### src/rtl/paddle_ctrl.sv
// rtl/paddle_ctrl.sv - paddle position controller with move-tick divider and speed ramp
module paddle_ctrl #(
   parameter int         SCREEN_W   = 160,
   parameter int         POS_W      = 8,
   parameter int         LEN_W      = 5,
   parameter int         TICK_DIV   = 833333,
   parameter int         TICK_CNT_W = 20,
   parameter int         MAX_SPEED  = 4,
   parameter int         RAMP_TICKS = 8,
   parameter logic [2:0] ST_PLAY    = 3'b001,
   parameter logic [2:0] ST_SERVE   = 3'b010
) (
   input  logic             clock,
   input  logic             reset,
   input  logic [2:0]       state,
   input  logic             move_en,
   input  logic             btn_left,
   input  logic             btn_right,
   input  logic [LEN_W-1:0] length,
   output logic [POS_W-1:0] paddle_x,
   output logic [2:0]       speed,
   output logic             at_left,
   output logic             at_right,
   output logic             tick_out
);

   // One extra bit over the wider operand so x+length and x+step never wrap.
   localparam int SUM_W  = ((POS_W > LEN_W) ? POS_W : LEN_W) + 1;
   localparam int HOLD_W = (RAMP_TICKS > 1) ? $clog2(RAMP_TICKS) : 1;
   localparam logic [SUM_W-1:0] SCREEN_V = SUM_W'(SCREEN_W);

   typedef enum logic [1:0] {S_IDLE, S_HOLD_L, S_HOLD_R} fsm_t;

   fsm_t                  r_fsm, w_fsm_nxt;
   logic [2:0]            r_speed, w_speed_nxt;
   logic [HOLD_W-1:0]     r_hold, w_hold_nxt;
   logic [POS_W-1:0]      r_x, w_x_nxt;
   logic [2:0]            r_prev_state;
   logic [TICK_CNT_W-1:0] r_tick_cnt;

   logic             w_tick, w_active, w_dir_l, w_dir_r, w_same, w_recentre;
   logic [SUM_W-1:0] w_x_ext, w_sum, w_limit, w_step, w_right_sum;

   assign w_tick     = (r_tick_cnt == TICK_CNT_W'(TICK_DIV - 1));
   assign w_active   = ((state == ST_PLAY) || (state == ST_SERVE)) && move_en;
   assign w_dir_r    = btn_right && !btn_left;
   assign w_dir_l    = btn_left && !btn_right;
   assign w_same     = (w_dir_r && (r_fsm == S_HOLD_R)) || (w_dir_l && (r_fsm == S_HOLD_L));
   assign w_recentre = (state == ST_SERVE) && (r_prev_state != ST_SERVE);

   assign w_x_ext     = SUM_W'(r_x);
   assign w_sum       = w_x_ext + SUM_W'(length);
   assign w_limit     = (SUM_W'(length) >= SCREEN_V) ? '0 : SCREEN_V - SUM_W'(length);
   assign w_step      = SUM_W'(w_speed_nxt);
   assign w_right_sum = w_x_ext + w_step;

   always_ff @(posedge clock) begin
      if (!reset) begin
         r_fsm        <= S_IDLE;
         r_speed      <= '0;
         r_hold       <= '0;
         r_x          <= '0;
         r_prev_state <= 3'b000;
         r_tick_cnt   <= '0;
      end else begin
         r_fsm        <= w_fsm_nxt;
         r_speed      <= w_speed_nxt;
         r_hold       <= w_hold_nxt;
         r_x          <= w_x_nxt;
         r_prev_state <= state;
         r_tick_cnt   <= w_tick ? '0 : r_tick_cnt + 1'b1;
      end
   end

   always_comb begin
      w_fsm_nxt = r_fsm;
      if (!w_active || w_recentre)
         w_fsm_nxt = S_IDLE;
      else if (w_tick) begin
         if (w_dir_r)
            w_fsm_nxt = S_HOLD_R;
         else if (w_dir_l)
            w_fsm_nxt = S_HOLD_L;
         else
            w_fsm_nxt = S_IDLE;
      end
   end

   always_comb begin
      w_speed_nxt = r_speed;
      w_hold_nxt  = r_hold;
      if (!w_active || w_recentre) begin
         w_speed_nxt = '0;
         w_hold_nxt  = '0;
      end else if (w_tick) begin
         if (!w_dir_l && !w_dir_r) begin
            w_speed_nxt = '0;
            w_hold_nxt  = '0;
         end else if (!w_same) begin
            w_speed_nxt = 3'd1;
            w_hold_nxt  = '0;
         end else if (r_hold == HOLD_W'(RAMP_TICKS - 1)) begin
            w_hold_nxt = '0;
            if (r_speed < 3'(MAX_SPEED))
               w_speed_nxt = r_speed + 3'd1;
         end else begin
            w_hold_nxt = r_hold + 1'b1;
         end
      end
   end

   // Step uses the speed being written this tick, so the first press moves 1 pixel.
   always_comb begin
      w_x_nxt = r_x;
      if (w_recentre)
         w_x_nxt = POS_W'(w_limit >> 1);
      else if (w_sum > SCREEN_V)
         w_x_nxt = POS_W'(w_limit);
      else if (w_active && w_tick && w_dir_r)
         w_x_nxt = (w_right_sum > w_limit) ? POS_W'(w_limit) : POS_W'(w_right_sum);
      else if (w_active && w_tick && w_dir_l)
         w_x_nxt = (w_x_ext >= w_step) ? POS_W'(w_x_ext - w_step) : '0;
   end

   assign paddle_x = r_x;
   assign speed    = r_speed;
   assign at_left  = (r_x == '0);
   assign at_right = (w_sum >= SCREEN_V);
   assign tick_out = w_tick;

endmodule

### config.mk
export PLATFORM = sky130hd
export DESIGN_NAME = paddle_ctrl
export DESIGN_NICKNAME = d
export VERILOG_FILES = /design/src/rtl/paddle_ctrl.sv
export SDC_FILE = /design/constraint.sdc
export NUM_CORES = 1
export LEC_CHECK = 0
export BUFFER_PORTS_ARGS = -buffer_cell sky130_fd_sc_hd__buf_2
export CORE_ASPECT_RATIO = 1.75
export CORE_MARGIN = 5
export CORE_UTILIZATION = 50
export DETAILED_ROUTE_END_ITERATION = 10
export PLACE_DENSITY = 0.69
export REMOVE_ABC_BUFFERS = 1
export SLEW_MARGIN = 5
export SYNTH_ARGS = -nofsm -noshare
export SYNTH_HDL_FRONTEND = slang
export SYNTH_SLANG_ARGS = --single-unit
### constraint.sdc
create_clock -name clock -period 7.25 [get_ports clock]
set_clock_uncertainty 0.05 [all_clocks]
set_input_delay 1.45 -clock clock [delete_from_list [all_inputs] [get_ports clock]]
set_output_delay 1.45 -clock clock [all_outputs]
set_load 0.005 [all_outputs]
-- After elaboration in Yosys (flattened, before gate mapping)
Cells that the tools add are included.
- $lt $le $gt $ge: 5
- multiplexer cells: 17
- equality and inequality tests: 7
- reductions and logical operators: 22
- add/sub/neg operators: 7
- bitwise gates (word level): 1
- operators with widths (kind ; count):
    8-bit 2-to-1 mux ; 6
    3-bit 2-to-1 mux ; 9
    20-bit by 1-bit adder with 20-bit output (second input constant) ; 1
    20-bit == test (second input constant) ; 1
    1-bit logical AND ; 10
    8-bit by 3-bit adder with 9-bit output ; 1
    8-bit by 5-bit adder with 9-bit output ; 1
    9-bit by 8-bit >= comparator with 1-bit output (second input constant) ; 1
    9-bit by 8-bit > comparator with 1-bit output (second input constant) ; 1
    9-bit > comparator ; 1
    8-bit by 5-bit subtractor with 9-bit output (first input constant) ; 1
    8-bit by 3-bit >= comparator with 1-bit output ; 1
    8-bit logical NOT ; 1
    8-bit by 3-bit subtractor with 8-bit output ; 1
    3-bit by 1-bit adder with 3-bit output (second input constant) ; 2
    1-bit logical NOT ; 5
    4-bit nonzero test ; 1
    2-bit OR reduction ; 2
    3-bit by 1-bit == test with 1-bit output (second input constant) ; 1
    3-bit by 2-bit == test with 1-bit output (second input constant) ; 1
    3-bit == test (second input constant) ; 1
    1-bit logical OR ; 3
    3-bit less-than comparator (second input constant) ; 1
    3-bit by 2-bit != test with 1-bit output (second input constant) ; 1
    other kinds (5) ; 5
- register bits: 39
- input port bits: 13
- output and inout bits: 14

-- Logic depth before layout (Yosys ltp)
- depth in word-level cells: 14
- depth in mapped cells: 25
- depth with buffers taken out: 23

-- Worst setup path after synthesis
No wires, ideal clock.
- path type: input-to-reg
- start: input port btn_left
- end: register r_x[3] (netlist: paddle_x[3])
- slack: 1.330 ns
- stages: 22
- data required time: 7.080 ns
- data arrival time: 5.750 ns
- buffers on the path: 1
- path through: inv_1 > ha_1 > nand2_1 > o22ai_1 > nor2b_1 > nand4_1 > a21oi_1 > inv_1 > ha_1 > or3b_1 > and3_1 > clkbuf_1 > or2_1 > xnor2_1 > ha_1 > and3_1 > and4_1 > o21ai_0 > a21o_4 > o221a_1 > nor3b_2 > o31a_1
- word-level cells in the longest chain between the ends: 14
- elaborated cells on any way between the ends: 26
- ends and longest elaborated chain (item ; RTL line ; RTL):
    start: declaration ; 17 ; input logic btn_left,
    1-bit logical NOT * ; 46 ; assign w_dir_r = btn_right && !btn_left;
    1-bit logical AND * ; 46 ;
    via w_dir_r ; 41 ; logic w_tick, w_active, w_dir_l, w_dir_r, w_same, w_recentre;
    1-bit logical AND ; 48 ; assign w_same = (w_dir_r && (r_fsm == S_HOLD_R)) || (w_dir_l && (r_fsm == S_HOLD_L));
    1-bit logical OR ; 48 ;
    3-bit 2-to-1 mux ; 99 ; end else if (!w_same) begin
    3-bit 2-to-1 mux * ; 96 ; if (!w_dir_l && !w_dir_r) begin
    3-bit 2-to-1 mux * ; 95 ; end else if (w_tick) begin
    3-bit 2-to-1 mux * ; 92 ; if (!w_active || w_recentre) begin
    via w_speed_nxt[1] ; 35 ; logic [2:0] r_speed, w_speed_nxt;
    8-bit by 3-bit adder with 9-bit output, or another cell as far along ; 55 ; assign w_right_sum = w_x_ext + w_step;
    9-bit > comparator / 8-bit 2-to-1 mux (equally long branches) ; 120, 122 ;
    8-bit 2-to-1 mux, on equally long branches ; 120, 121 ;
    8-bit 2-to-1 mux * ; 119 ; else if (w_active && w_tick && w_dir_r)
    8-bit 2-to-1 mux * ; 117 ; else if (w_sum > SCREEN_V)
    8-bit 2-to-1 mux * ; 115 ; if (w_recentre)
    end signal: assignment ; 69 ; r_x <= w_x_nxt;
    end: declaration ; 37 ; logic [POS_W-1:0] r_x, w_x_nxt;
Mark *: on every way through the listed nets, which the timed path passes. The rest lies on a longest branch. The select of a mux whose other input is x is not followed.
A chain may end at the register's enable or synchronous reset.

-- Worst setup path in the final report
Ends and elaborated chain as after synthesis.

==> flow_summary.yaml <==
outcome:
  status: "completed"
pwr:
  p_leak_uw: 0.001320
  p_per_area_nw_per_um2: 139.4
  ir_drop_v: 0.00006736
  power_uw: 449.6
floorplanning:
  core_sq_um: 5833
  ios: 27
  num_rows: 37
  die_h_um: 112.2
  dieArea_sq_um: 7671
  die_w_um: 68.39
  start_util_pct: 51.14
sta:
  fin_crit_ps: 6236
  setup_viol: 0
  timing_hold_violations_final: 0
  slew_viol_final: 0
  worst_slack_ps: 1014
  finalSetupTns_ps: 0
  slew_headroom_pct: 29.84
  max_freq_mhz: 160.4
  rsz0062_at_grt: "false"
  period_share_pct: 86.02
  worstMarginPinSlew_ps: 1046
cts:
  cts_tree: "yes"
  hold_buffers: 0
  cts_buffer_depth: 2
  cts_root_buffer: "clkbuf_8"
  cts_made_buffers: 5
  cts_sinks: 39
  cts_resized: 0
  clkTransAtPathRegs_ps: 80
  insertion_delay_ps: 300
  postCtsSetupBuffers: 0
  cts-htree-levels: 2
synthesis:
  synthAdderAreaFrac_pct: 12.92
  synthArstFlopShare_pct: 0
  synth_edf_count: 0
  muxShareOfSynthArea_pct: 0.6711
  yosys.area_share.simple_pct: 29.11
  synth_area_sq_um: 2983
  synth_top_family_by_area: "simple AND/OR/NAND/NOR gates"
  yosysWarnings: 0
  synthFlopType: "dfxtp_1"
  synth_compound_area_share_pct: 16.90
  syn_avg_cell_area_sq_um: 7.809
  ys_ff_latch: 39
  synth_xor_area_share_pct: 8.809
  yosysUniqueCellTypes: 58
  syn_inst: 382
  ys_seq_area_share_pct: 26.17
global_route:
  antenna_found_initial: 0
  grt_max_degree: 20
  grt_usage_pct: 21.97
  grt_pass1_wl_um: 12920
  grt-ovfl-total: 0
  grt_pass1_vias: 2972
layout:
  synthToLayoutAreaGrowth_pct: 8.096
  n_antenna_cell: 0
  nFillCells: 620
  nNetsFinal: 442
  final_common_cell: "nor2_1"
  drive_gt1_share_pct: 10.72
  layout.cells.non_filler: 479
  layout_common_cells: "nor2_1, nand2_1, dfxtp_1"
route:
  ant_nets: 0
  via_per_inst: 5.929
  drt-total-wl_um: 7810
  first_pass_iters: 4
  vias: 2840
  drtIter0Drc: 128
  drc_errors: 0
  drt-wirelength-per-cell_um: 16.30
worst_setup_path:
  critPathRequiredTime_ps: 7390
  critPathLaunchType: "primary input"
  endpoint_kind: "flip-flop"
  critPathArrivalTime_ps: 6380
  path_class: "primary input to flip-flop"
  cp_max_fo: 7
place:
  place_inst: 471
  gp_congestion: 0.9642
  dpl_worst_slack_ps: 776.5
  dpl.hpwl_um: 6098
  port_buffers: 26
run:
  cap_violations: 0
worst_hold_path:
  min_path_type: "flip-flop to flip-flop"
logic make-up (layout without fill, tap and decap cells):
group	Yosys count	in the layout
adder cells (fa/ha/maj)	29	29
flip-flops	39	39
AO/OA/AOI/OAI	76	76
XOR/XNOR	30	30
AND/OR/NAND/NOR	167	167
multiplexers	2	2
buffers and inverters	39	58
metrics by stage:
stage	hold slack, ps	cell area (sq um)	util, %
after detailed placement	402.7	3139	53.82
after global placement	394.8	3139	53.82
after floorplan	385.6	2912	-
final	407.3	3224	55.28
after CTS	412.0	3224	55.28
after global routing	449.4	3224	55.28
metal layers:
layer  global-route usage (%)  vias to the layer above  share of wire [%]  wire length (um)
li1                         -                     1386                  -                 -
met1                    20.26                     1331                 36              2784
met2                    40.20                       87                 56              4339
met3                    3.403                       36                3.1               244
met4                    16.33                        0                5.6               440
met5                        0                        -                  0                 0
critical path, stage by stage:
cell	delay [ps]
buf_2	110
inv_1	50
ha_1	230
nand2_1	70
o22ai_1	270
nor2b_1	260
nand4_1	120
a21oi_1	350
inv_1	160
ha_1	350
or3b_1	410
and3_1	240
or2_1	300
xnor2_1	150
ha_1	320
and3_1	200
and4_1	210
o21ai_0	400
a21o_4	230
o221a_1	210
nor3b_2	50
o31a_1	230
synth_stat cells, types with 4 or more instances:
cell type | n | area (sq um)
a211oi_1 | 5 | 37.54
a21oi_1 | 17 | 85.08
a31oi_1 | 7 | 43.79
a32oi_1 | 4 | 35.03
and3_1 | 10 | 62.56
clkbuf_1 | 10 | 37.54
dfxtp_1 | 39 | 780.8
ha_1 | 26 | 325.3
inv_1 | 24 | 90.09
nand2_1 | 40 | 150.1
nand2b_1 | 5 | 31.28
nand3_1 | 20 | 100.1
nand4_1 | 5 | 31.28
nor2_1 | 43 | 161.4
nor2b_1 | 6 | 37.54
nor3_1 | 4 | 20.02
nor4_1 | 4 | 25.02
o21ai_0 | 17 | 85.08
or4_1 | 4 | 30.03
xnor2_1 | 15 | 131.4
xor2_1 | 15 | 131.4
power by group:
part / total [uW] / switching, uW / internal [uW]
combinational: 75.5 / 43.0 / 32.5
clock: 147 / 80.2 / 67.3
sequential: 227 / 8.27 / 218
path summary, 6_finish.rpt:
path                              from  slack (ps)                        to  depth (start not counted)
max                           btn_left        1010  paddle_x[3]$_SDFFE_PN0P_                         22
min             r_hold[2]$_SDFFE_PP0N_         410    r_hold[2]$_SDFFE_PP0N_                          2
max reg2reg  r_tick_cnt[12]$_SDFF_PP0_        1500  paddle_x[3]$_SDFFE_PN0P_                         20
min reg2reg     r_hold[2]$_SDFFE_PP0N_         410    r_hold[2]$_SDFFE_PP0N_                          2
sequential cells by signal, indices dropped and copies added, names as in the netlist:
name and flops:
r_fsm 2, paddle_x 8, r_tick_cnt 20, speed 3, r_hold 3, r_prev_state 3
final cells by class:
type | instances | area [sq um] | share of cell area, %
clock buffers | 6 | 72.57 | 2.251
well taps | 78 | 97.59 | 3.027
inverters | 24 | 90.09 | 2.794
flip-flops and latches | 39 | 780.7 | 24.21
clock inverters | 2 | 12.51 | 0.3880
multi-input cells | 304 | 2041 | 63.29
repair buffers | 26 | 130.1 | 4.036
Power figures use the tool's default switching activity.
